===== src/rtl/intdiv.sv =====
`default_nettype none
// ============================================================================
// Module   : intdiv
// Purpose  : Iterative restoring divider, signed/unsigned, ALU-style z/n/v.
//            Optional `INTDIV_EARLY_OUT_EN` skips iteration for trivial cases.
// Revision : 1.0  initial release
// ============================================================================
module intdiv #(
    parameter int WIDTH = 32
) (
    input  logic             clk_i,
    input  logic             rst_n_i,
    input  logic             start,
    input  logic             sgn,
    input  logic [WIDTH-1:0] in1,
    input  logic [WIDTH-1:0] in2,
    output logic             busy,
    output logic             done,
    output logic [WIDTH-1:0] quot,
    output logic [WIDTH-1:0] rem,
    output logic             z_out,
    output logic             n_out,
    output logic             v_out
);

    localparam int CW = $clog2(WIDTH);
    localparam logic [CW-1:0]    c_cnt_init = CW'(WIDTH - 1);
    localparam logic [WIDTH-1:0] c_min      = {1'b1, {(WIDTH-1){1'b0}}};

    typedef enum logic [2:0] {
        S_IDLE = 3'd0,
        S_PREP = 3'd1,
        S_ITER = 3'd2,
        S_FIX  = 3'd3,
        S_DONE = 3'd4
    } state_t;

    state_t           r_state;
    logic [WIDTH-1:0] r_a, r_b, r_q, r_prem, r_dvs;
    logic             r_sgn, r_qneg, r_rneg, r_div0, r_ovf;
    logic [CW-1:0]    r_cnt;

    logic             w_a_neg, w_b_neg, w_div0, w_ovf;
    logic [WIDTH-1:0] w_a_mag, w_b_mag, w_q_fix, w_r_fix;
    logic [WIDTH:0]   w_shift, w_diff;
    logic [WIDTH-1:0] w_quot_res, w_rem_res;
    logic             w_v_res;

    assign w_a_neg = r_sgn & r_a[WIDTH-1];
    assign w_b_neg = r_sgn & r_b[WIDTH-1];
    assign w_a_mag = w_a_neg ? -r_a : r_a;
    assign w_b_mag = w_b_neg ? -r_b : r_b;
    assign w_div0  = (r_b == '0);
    assign w_ovf   = r_sgn && (r_a == c_min) && (r_b == '1);

    // Partial remainder stays below the divisor, so WIDTH+1 bits hold the
    // shifted value and the top bit of the difference is its sign.
    assign w_shift = {r_prem, r_q[WIDTH-1]};
    assign w_diff  = w_shift - {1'b0, r_dvs};

    assign w_q_fix = r_qneg ? -r_q : r_q;
    assign w_r_fix = r_rneg ? -r_prem : r_prem;

    always_comb begin
        w_quot_res = w_q_fix;
        w_rem_res  = w_r_fix;
        w_v_res    = 1'b0;
        if (r_div0) begin
            w_quot_res = '1;
            w_rem_res  = r_a;
            w_v_res    = 1'b1;
        end else if (r_ovf) begin
            w_quot_res = c_min;
            w_rem_res  = '0;
            w_v_res    = 1'b1;
        end
    end

    always_ff @(posedge clk_i) begin
        if (!rst_n_i) begin
            r_state <= S_IDLE;
            r_a     <= '0;
            r_b     <= '0;
            r_q     <= '0;
            r_prem  <= '0;
            r_dvs   <= '0;
            r_sgn   <= 1'b0;
            r_qneg  <= 1'b0;
            r_rneg  <= 1'b0;
            r_div0  <= 1'b0;
            r_ovf   <= 1'b0;
            r_cnt   <= '0;
            busy    <= 1'b0;
            done    <= 1'b0;
            quot    <= '0;
            rem     <= '0;
            z_out   <= 1'b0;
            n_out   <= 1'b0;
            v_out   <= 1'b0;
        end else begin
            case (r_state)
                S_IDLE: begin
                    if (start) begin
                        r_a     <= in1;
                        r_b     <= in2;
                        r_sgn   <= sgn;
                        busy    <= 1'b1;
                        r_state <= S_PREP;
                    end
                end
                S_PREP: begin
                    r_dvs  <= w_b_mag;
                    r_qneg <= w_a_neg ^ w_b_neg;
                    r_rneg <= w_a_neg;
                    r_div0 <= w_div0;
                    r_ovf  <= w_ovf;
                    r_cnt  <= c_cnt_init;
`ifdef INTDIV_EARLY_OUT_EN
                    if (w_div0 || w_ovf || (w_b_mag > w_a_mag)) begin
                        r_q     <= '0;
                        r_prem  <= w_a_mag;
                        r_state <= S_FIX;
                    end else begin
                        r_q     <= w_a_mag;
                        r_prem  <= '0;
                        r_state <= S_ITER;
                    end
`else
                    r_q     <= w_a_mag;
                    r_prem  <= '0;
                    r_state <= S_ITER;
`endif
                end
                S_ITER: begin
                    if (!w_diff[WIDTH]) begin
                        r_prem <= w_diff[WIDTH-1:0];
                    end else begin
                        r_prem <= w_shift[WIDTH-1:0];
                    end
                    r_q   <= {r_q[WIDTH-2:0], ~w_diff[WIDTH]};
                    r_cnt <= r_cnt - 1'b1;
                    if (r_cnt == '0) begin
                        r_state <= S_FIX;
                    end
                end
                S_FIX: begin
                    quot    <= w_quot_res;
                    rem     <= w_rem_res;
                    z_out   <= (w_quot_res == '0);
                    n_out   <= w_quot_res[WIDTH-1];
                    v_out   <= w_v_res;
                    done    <= 1'b1;
                    r_state <= S_DONE;
                end
                S_DONE: begin
                    done    <= 1'b0;
                    busy    <= 1'b0;
                    r_state <= S_IDLE;
                end
                default: begin
                    busy    <= 1'b0;
                    done    <= 1'b0;
                    r_state <= S_IDLE;
                end
            endcase
        end
    end

endmodule
`default_nettype wire


===== config.mk =====
export PLATFORM = sky130hd
export DESIGN_NAME = intdiv
export DESIGN_NICKNAME = d
export VERILOG_FILES = /design/src/rtl/intdiv.sv
export SDC_FILE = /design/constraint.sdc
export NUM_CORES = 1
export LEC_CHECK = 0
export ABC_AREA = 1
export BUFFER_PORTS_ARGS = -buffer_cell sky130_fd_sc_hd__buf_2
export CAP_MARGIN = 20
export CORE_MARGIN = 3
export CORE_UTILIZATION = 61
export CTS_CLUSTER_DIAMETER = 30
export DETAILED_ROUTE_END_ITERATION = 8
export HOLD_SLACK_MARGIN = 0.06
export PLACE_DENSITY = 0.92
export RECOVER_POWER = 25
export SLEW_MARGIN = 20
export SYNTH_ARGS = -nofsm -noshare
export SYNTH_HDL_FRONTEND = slang
export SYNTH_SLANG_ARGS = --single-unit

===== constraint.sdc =====
create_clock -name clk_i -period 2.7 [get_ports clk_i]
set_input_delay 0.27 -clock clk_i [delete_from_list [all_inputs] [get_ports clk_i]]
set_output_delay 0.27 -clock clk_i [all_outputs]
set_load 0.05 [all_outputs]

==> results.ini, run 1 <==
[place]
place_area_sq_um=15700
io_buffers=136
placedCellCount=2658
place.gp.congestion=0.991
dp_hpwl_mm=37.6

[clock_tree]
cts.clk_slew.worst_paths_ns=0.05
clockBufferDepth=3
root_buffer=clkbuf_16
cts_tree=yes
cts_inserted_buffers=52
cts.sinks=241
clk_latency_ns=0.59
cts_max_level=2

[power_and_ir_drop]
clockPowerShare_pct=34.5
swShare_pct=43.2
seqPwrFrac_pct=23.3
peakVddDrop_mv=0.754
power.switching_uw=8500
power_density_nw_per_um2=1080
p_comb_share_pct=42.2
internal-power_uw=11200
p_leak_uw=0.00817

[die]
dieWidth_um=161
std_cell_rows=56
dieHeight_um=161
ioPinCount=137
start_util_pct=62.4
fp.dieArea_sq_um=26000
core-area_sq_um=23500

[routing]
drtIter0Drc=3031
drt_first_pass_iters=9
wl_per_cell_um=20.8
via_per_inst=6.39
routed_wl_mm=58.6
postRouteAntennaNets=0
drc=7
vias=18001

[logic_synthesis]
syn_inst=2272
synth.distinct_cells=52
synth_nets=2380
synth_edf_count=0
synthArstFlopShare_pct=0
synth_sequential_area_ratio_pct=32.8
synth_ff_type=dfxtp_1
syn-cell-area_sq_um=14700
postSynthAreaPerCell_sq_um=6.47
ys_warn_count=0
ys_ff_latch=241

[worst_setup_path]
endpoint_kind=flip-flop
path_max_fanout=4
worstSetupPathType=reg -> reg
path_delay_family=simple AND/OR/NAND/NOR gates
arrival_ns=3.18
slowest_stage=dfxtp_1
crit_required_ns=3.22
crit_chain=inv_1 > ha_1 > nand2_1 > nor2_2 > nand3_2 > nor3_2 > nand2_1 > nor2_2 > nand3_1 > o21ai_2 > xor2_1 > o21ai_1 > inv_1
cp_slowest_stage_delay_ns=0.37
cp_num_buf_inv=2
setup.worst_path.start_class=flip-flop

[timing]
fin_skew_ns=0.0608
final_max_slew_viol_count=0
min_period_ns=2.66
fmax_mhz=376
slew-limit-headroom_pct=44.8
worstMarginPinSlew_ns=0.827
setup_violations=0
final-hold-violation-count=0
fin_crit_sh_pct=98.4

[global_routing]
grt_pass1_vias=16852
grt_usage_pct=43.3
antenna_found_initial=0
overflow=0
grt_max_degree=75
grt_pass1_wl_mm=90.8

[cells_and_area]
finalNonFillerCells=2815
antennaDiodeCount=0
utilization_pct=77.2
area_growth_pct=23.6
nNetsFinal=2560
post-route-cell-area_sq_um=18200
drive_gt1_share_pct=11.0

[outcome]
violations=design-rule violations
outcome=finished, violations left

[run]
drv_cap=0

[worst_hold_path]
hold_class=in -> reg

tightest hold or removal path, cell delays in order:
cell and delay [ns]:
buf_2 0.07, o21ai_0 0.13, a21oi_1 0.14
cell type report:
class | count | area [sq um]
Timing Repair Buffer | 234 | 1580
Inverter | 255 | 960
Clock inverter | 36 | 485
Clock buffer | 62 | 1410
Multi-Input combinational cell | 1668 | 8510
Tap cell | 319 | 399
Sequential cell | 241 | 4820
Fill cell | 1693 | 5380
cells in the mapped netlist (5+ instances only):
cell type  count  area (sq um)
nand4_1       24           150
nand3_1      203          1020
nand2_1      464          1740
xor2_1        33           289
o22ai_1        7          43.8
inv_2         15          56.3
clkbuf_1      84           315
buf_2          9          45.0
a21o_1         7          52.6
buf_4          5          37.5
buf_1          9          33.8
o21ai_0      222          1110
o21ai_1       19          95.1
nor2_2        10          62.6
nor3_2         5          50.1
nand3_2        5          50.1
inv_1        234           878
nand2_2       12          75.1
o21bai_1       6          45.0
o21a_1         9          67.6
xnor2_1       18           158
a31oi_1       31           194
nor2_1       166           623
clkinv_1       6          22.5
a21oi_1      299          1500
o211ai_1       8          60.1
dfxtp_1      241          4820
nor4_1         9          56.3
nor3_1        34           170
nand3b_1       5          37.5
ha_1          39           488
layer usage:
layer  vias up  part of all wire (%)  global-route usage (%)
met5         -                     0                       0
met4         0                   5.6                    19.9
met3       332                    13                    10.3
met2      1514                    43                    67.2
met1      8153                    38                    57.5
li1       8002                     -                       -
placed cells by master (no fill, tap or decap), types with 24 or more instances in the layout:
cell type      Yosys  final
o21ai_0          222    222
inv_1            234    234
ha_1              39     39
nand3_1          203    201
nor3_1            34     34
clkbuf_1          84     72
buf_2              9     66
dlygate4sd3_1      0     54
xor2_1            33     33
nand2_1          464    465
a31oi_1           31     31
dfxtp_1          241    241
nand4_1           24     24
buf_4              5     36
clkbuf_16          0     54
nor2_1           166    164
a21oi_1          299    299
logic make-up (layout without fill, tap and decap cells):
group,count (synthesis),after routing,synth area share (%)
AO/OA/AOI/OAI,627,627,22.7
XOR/XNOR,51,51,3.04
adder cells (fa/ha/maj),40,40,3.46
buffers and inverters,363,587,9.53
flip-flops,241,241,32.8
AND/OR/NAND/NOR,950,950,28.5
power groups by stage:
stage,registers [uW],clock network (uW),logic (uW)
after detailed placement,4580,0,7520
after CTS,4520,6740,7680
after floorplan,4700,0,5240
after global placement,4550,0,7440
final,4590,6790,8310
after global routing,4600,6970,8990
per-stage QoR:
stage | setup slack (ns) | hold WS (ns) | total power, uW | TNS, ns
finish | 0.0423 | 0.0710 | 19700 | 0
global route | -0.0226 | 0.0807 | 20600 | -0.251
floorplan | 0.402 | 0.443 | 9930 | 0
detailed placement | 0.135 | 0.463 | 12100 | 0
CTS | 0.0566 | 0.0651 | 18900 | 0
global placement | 0.194 | 0.456 | 12000 | 0
repair_timing:
action	4_1_cts	5_1_grt
endpoints found under the hold margin	54	0
hold buffers	54	0
resized for setup	0	8
endpoints found under the setup margin	0	57
setup buffers	0	3
path summary, 6_finish.rpt:
| path | to | from | cells after the start | slack, ns |
|---|---|---|---|---|
| max | r_dvs[24] | r_b[0] | 13 | 0.04 |
| min | r_a[19] | in1[19] | 3 | 0.07 |
| max reg2reg | r_dvs[24] | r_b[0] | 13 | 0.04 |
| min reg2reg | r_dvs[31] | r_dvs[31] | 2 | 0.48 |
flip-flops by register name, indices dropped and copies added (netlist names), 3 cells and up:
name and cells:
quot 32, r_a 32, r_b 32, r_cnt 5, r_dvs 32, r_prem 32, r_q 32, r_state 3
rem 32
No activity file was read; power rests on OpenSTA's default activity.
==> inputs of run 2 (changes only) <==
Clock period 2.7 ns to 3.19 ns, I/O delays scaled along.
==> run 2 against run 1 <==
The run ends with max-capacitance violations, max-slew violations left. Clock power decreased by 12%. Flip-flop and latch count is the same. Non-clock buffer count shrank 49. Worst hold slack worse by 0.0075 ns. Via count is 4.7% lower. Clock skew decreased by 0.026 ns. Register-to-register slack improved by 0.12 ns. First-iteration DRC count decreased by 20%. Fmax down 12%. Utilization fell by 1.9 points. Highest routed layer unchanged.
==> results.ini, run 2 (synthesized netlist as in run 1, its figures left out) <==
[global_routing]
grt_usage_pct=39.3  ; -4.1 points
antenna_found_initial=0  ; unchanged
grt_pass1_wl_mm=83.4  ; -8.1%
grt_pass1_vias=15951  ; -5.3%
grt_max_degree=94  ; +25%
overflow=0  ; unchanged

[die]
ioPinCount=137  ; unchanged
core-area_sq_um=23500  ; unchanged
dieHeight_um=161  ; unchanged
fp.dieArea_sq_um=26000  ; unchanged
dieWidth_um=161  ; unchanged
start_util_pct=62.4  ; unchanged
std_cell_rows=56  ; unchanged

[routing]
routed_wl_mm=52.8  ; -10%
met1_length_mm=21.4  ; -4.5%
drt_first_pass_iters=7  ; -2
vias=17150  ; -4.7%
drtIter0Drc=2431  ; -20%
postRouteAntennaNets=0  ; unchanged
highest_layer=met4
via_per_inst=6.20  ; -3.0%
wl_per_cell_um=19.1  ; -8.3%
wl_met3_mm=5.78  ; -24%
dr_wl_met2_mm=23.0  ; -9.1%
drc=0  ; -7

[timing]
min_period_ns=3.03  ; +0.370 ns
fin_setup_tns_ns=0  ; unchanged
fin_ws_ns=0.162  ; +0.120 ns
final-hold-violation-count=0  ; unchanged
slew-limit-headroom_pct=-10.2  ; -55 points
rsz0062_at_grt=false
setup_violations=0  ; unchanged
fin_crit_sh_pct=94.9  ; -3.5 points
hold_slack_ns=0.0635  ; -0.00752 ns
worstMarginPinSlew_ns=1.65  ; +0.824 ns
final_max_slew_viol_count=45  ; +45
fin_skew_ns=0.0349  ; -0.0259 ns
fmax_mhz=330  ; -12%

[run]
drv_cap=1  ; +1

[cells_and_area]
post-route-cell-area_sq_um=17700  ; -2.5%
n_fill_cell=1801  ; +6.4%
drive_gt1_share_pct=10.1  ; -0.84 points
final_cell_mix=464 x nand2_1, 299 x a21oi_1, 241 x dfxtp_1
antennaDiodeCount=0  ; unchanged
final_common_cell=nand2_1
utilization_pct=75.2  ; -1.9 points
area_growth_pct=20.5
nNetsFinal=2511  ; -1.9%

[worst_setup_path]
r2r_end=rem[31]
crit_required_ns=3.69  ; +0.47 ns
r2r_cells=5  ; -8
path_max_fanout=19  ; +15
setup.worst_path.start_class=flip-flop
worstSetupStartpoint=r_div0
rrSetupSlack_ns=0.16  ; +0.12 ns
endpoint_kind=flip-flop
timing.rr.start=r_div0
arrival_ns=3.52  ; +0.34 ns
worstSetupPathType=reg -> reg

[place]
dp_hpwl_mm=35.9  ; -4.6%
place_area_sq_um=15600  ; -0.83%
place.gp.congestion=1.01  ; +2.0%
io_buffers=136  ; unchanged
place_ws_ns=0.430  ; +0.295 ns

[power_and_ir_drop]
power_density_nw_per_um2=922  ; -15%
p_leak_uw=0.00795  ; -2.7%
peakVddDrop_mv=0.799  ; +5.8%

[worst_hold_path]
hold_class=in -> reg
hold-path-cell-count=3  ; unchanged
whs_endpoint=r_a[2]
hp-start=in1[2]

[clock_tree]
clockBufferDepth=3  ; unchanged
cts_tree=yes
cts.clk_slew.worst_paths_ns=0.05  ; about the same
cts.sinks=241  ; unchanged
cts_max_level=2  ; unchanged
root_buffer=clkbuf_16
clk_latency_ns=0.57  ; -0.02 ns
post-cts-setup-buffers=0  ; unchanged
cts_inserted_buffers=52  ; unchanged

[outcome]
outcome=finished, violations left
violations=max-capacitance violations, max-slew violations

==> run 2: how the worst max path moves through the flow <==
stage,cells past startpoint,to,slack [ns]
2_1_floorplan,16,r_prem[10],0.89
3_3_place_gp,16,r_prem[10],0.53
3_5_place_dp,16,r_prem[3],0.43
4_1_cts,16,r_prem[2],0.38
5_1_grt,5,rem[31],0.1
6_report,5,rem[31],0.16
==> run 2: critical path, cell delays in order (launching register included) <==
cell and delay [ns]:
dfxtp_1 0.61, nor2_1 0.95, clkinv_1 0.68, a21oi_1 0.32, o21ai_1 0.21, a21oi_1 0.17
==> run 2: metrics by stage <==
stage,std cells,power [uW]
after detailed placement,2644,10100
after global routing,2765,17100
after floorplan,2272,8410
after global placement,2644,9970
after CTS,2765,16100
final,2765,16300
==> run 2: layout make-up <==
type / count / area [sq um] / share of cell area, %
multi-input combinational: 1668 / 8490 / 47.9
sequential: 241 / 4820 / 27.2
clock buffer: 66 / 1440 / 8.15
timing repair buffer: 185 / 1070 / 6.05
inverter: 255 / 957 / 5.40
clock inverter: 31 / 527 / 2.97
tap: 319 / 399 / 2.25
==> run 2: metal layers <==
| metal | GRT usage, % | up-vias |
|---|---|---|
| li1 | - | 7881 |
| met1 | 53.4 | 7856 |
| met2 | 61.2 | 1176 |
| met3 | 7.77 | 237 |
| met4 | 16.5 | 0 |
| met5 | 0 | - |
==> run 2: report_power, final <==
group	leakage, uW	internal (uW)	switching (uW)
clock	0.000934	4110	1860
combinational	0.00505	1990	4530
sequential	0.00197	3420	431
==> run 2: repair_timing <==
item | 4_1_cts | 5_1_grt
resized for setup | 0 | 0
hold buffers | 24 | 0
endpoints found under the hold margin | 24 | 0
endpoints found under the setup margin | 0 | 0
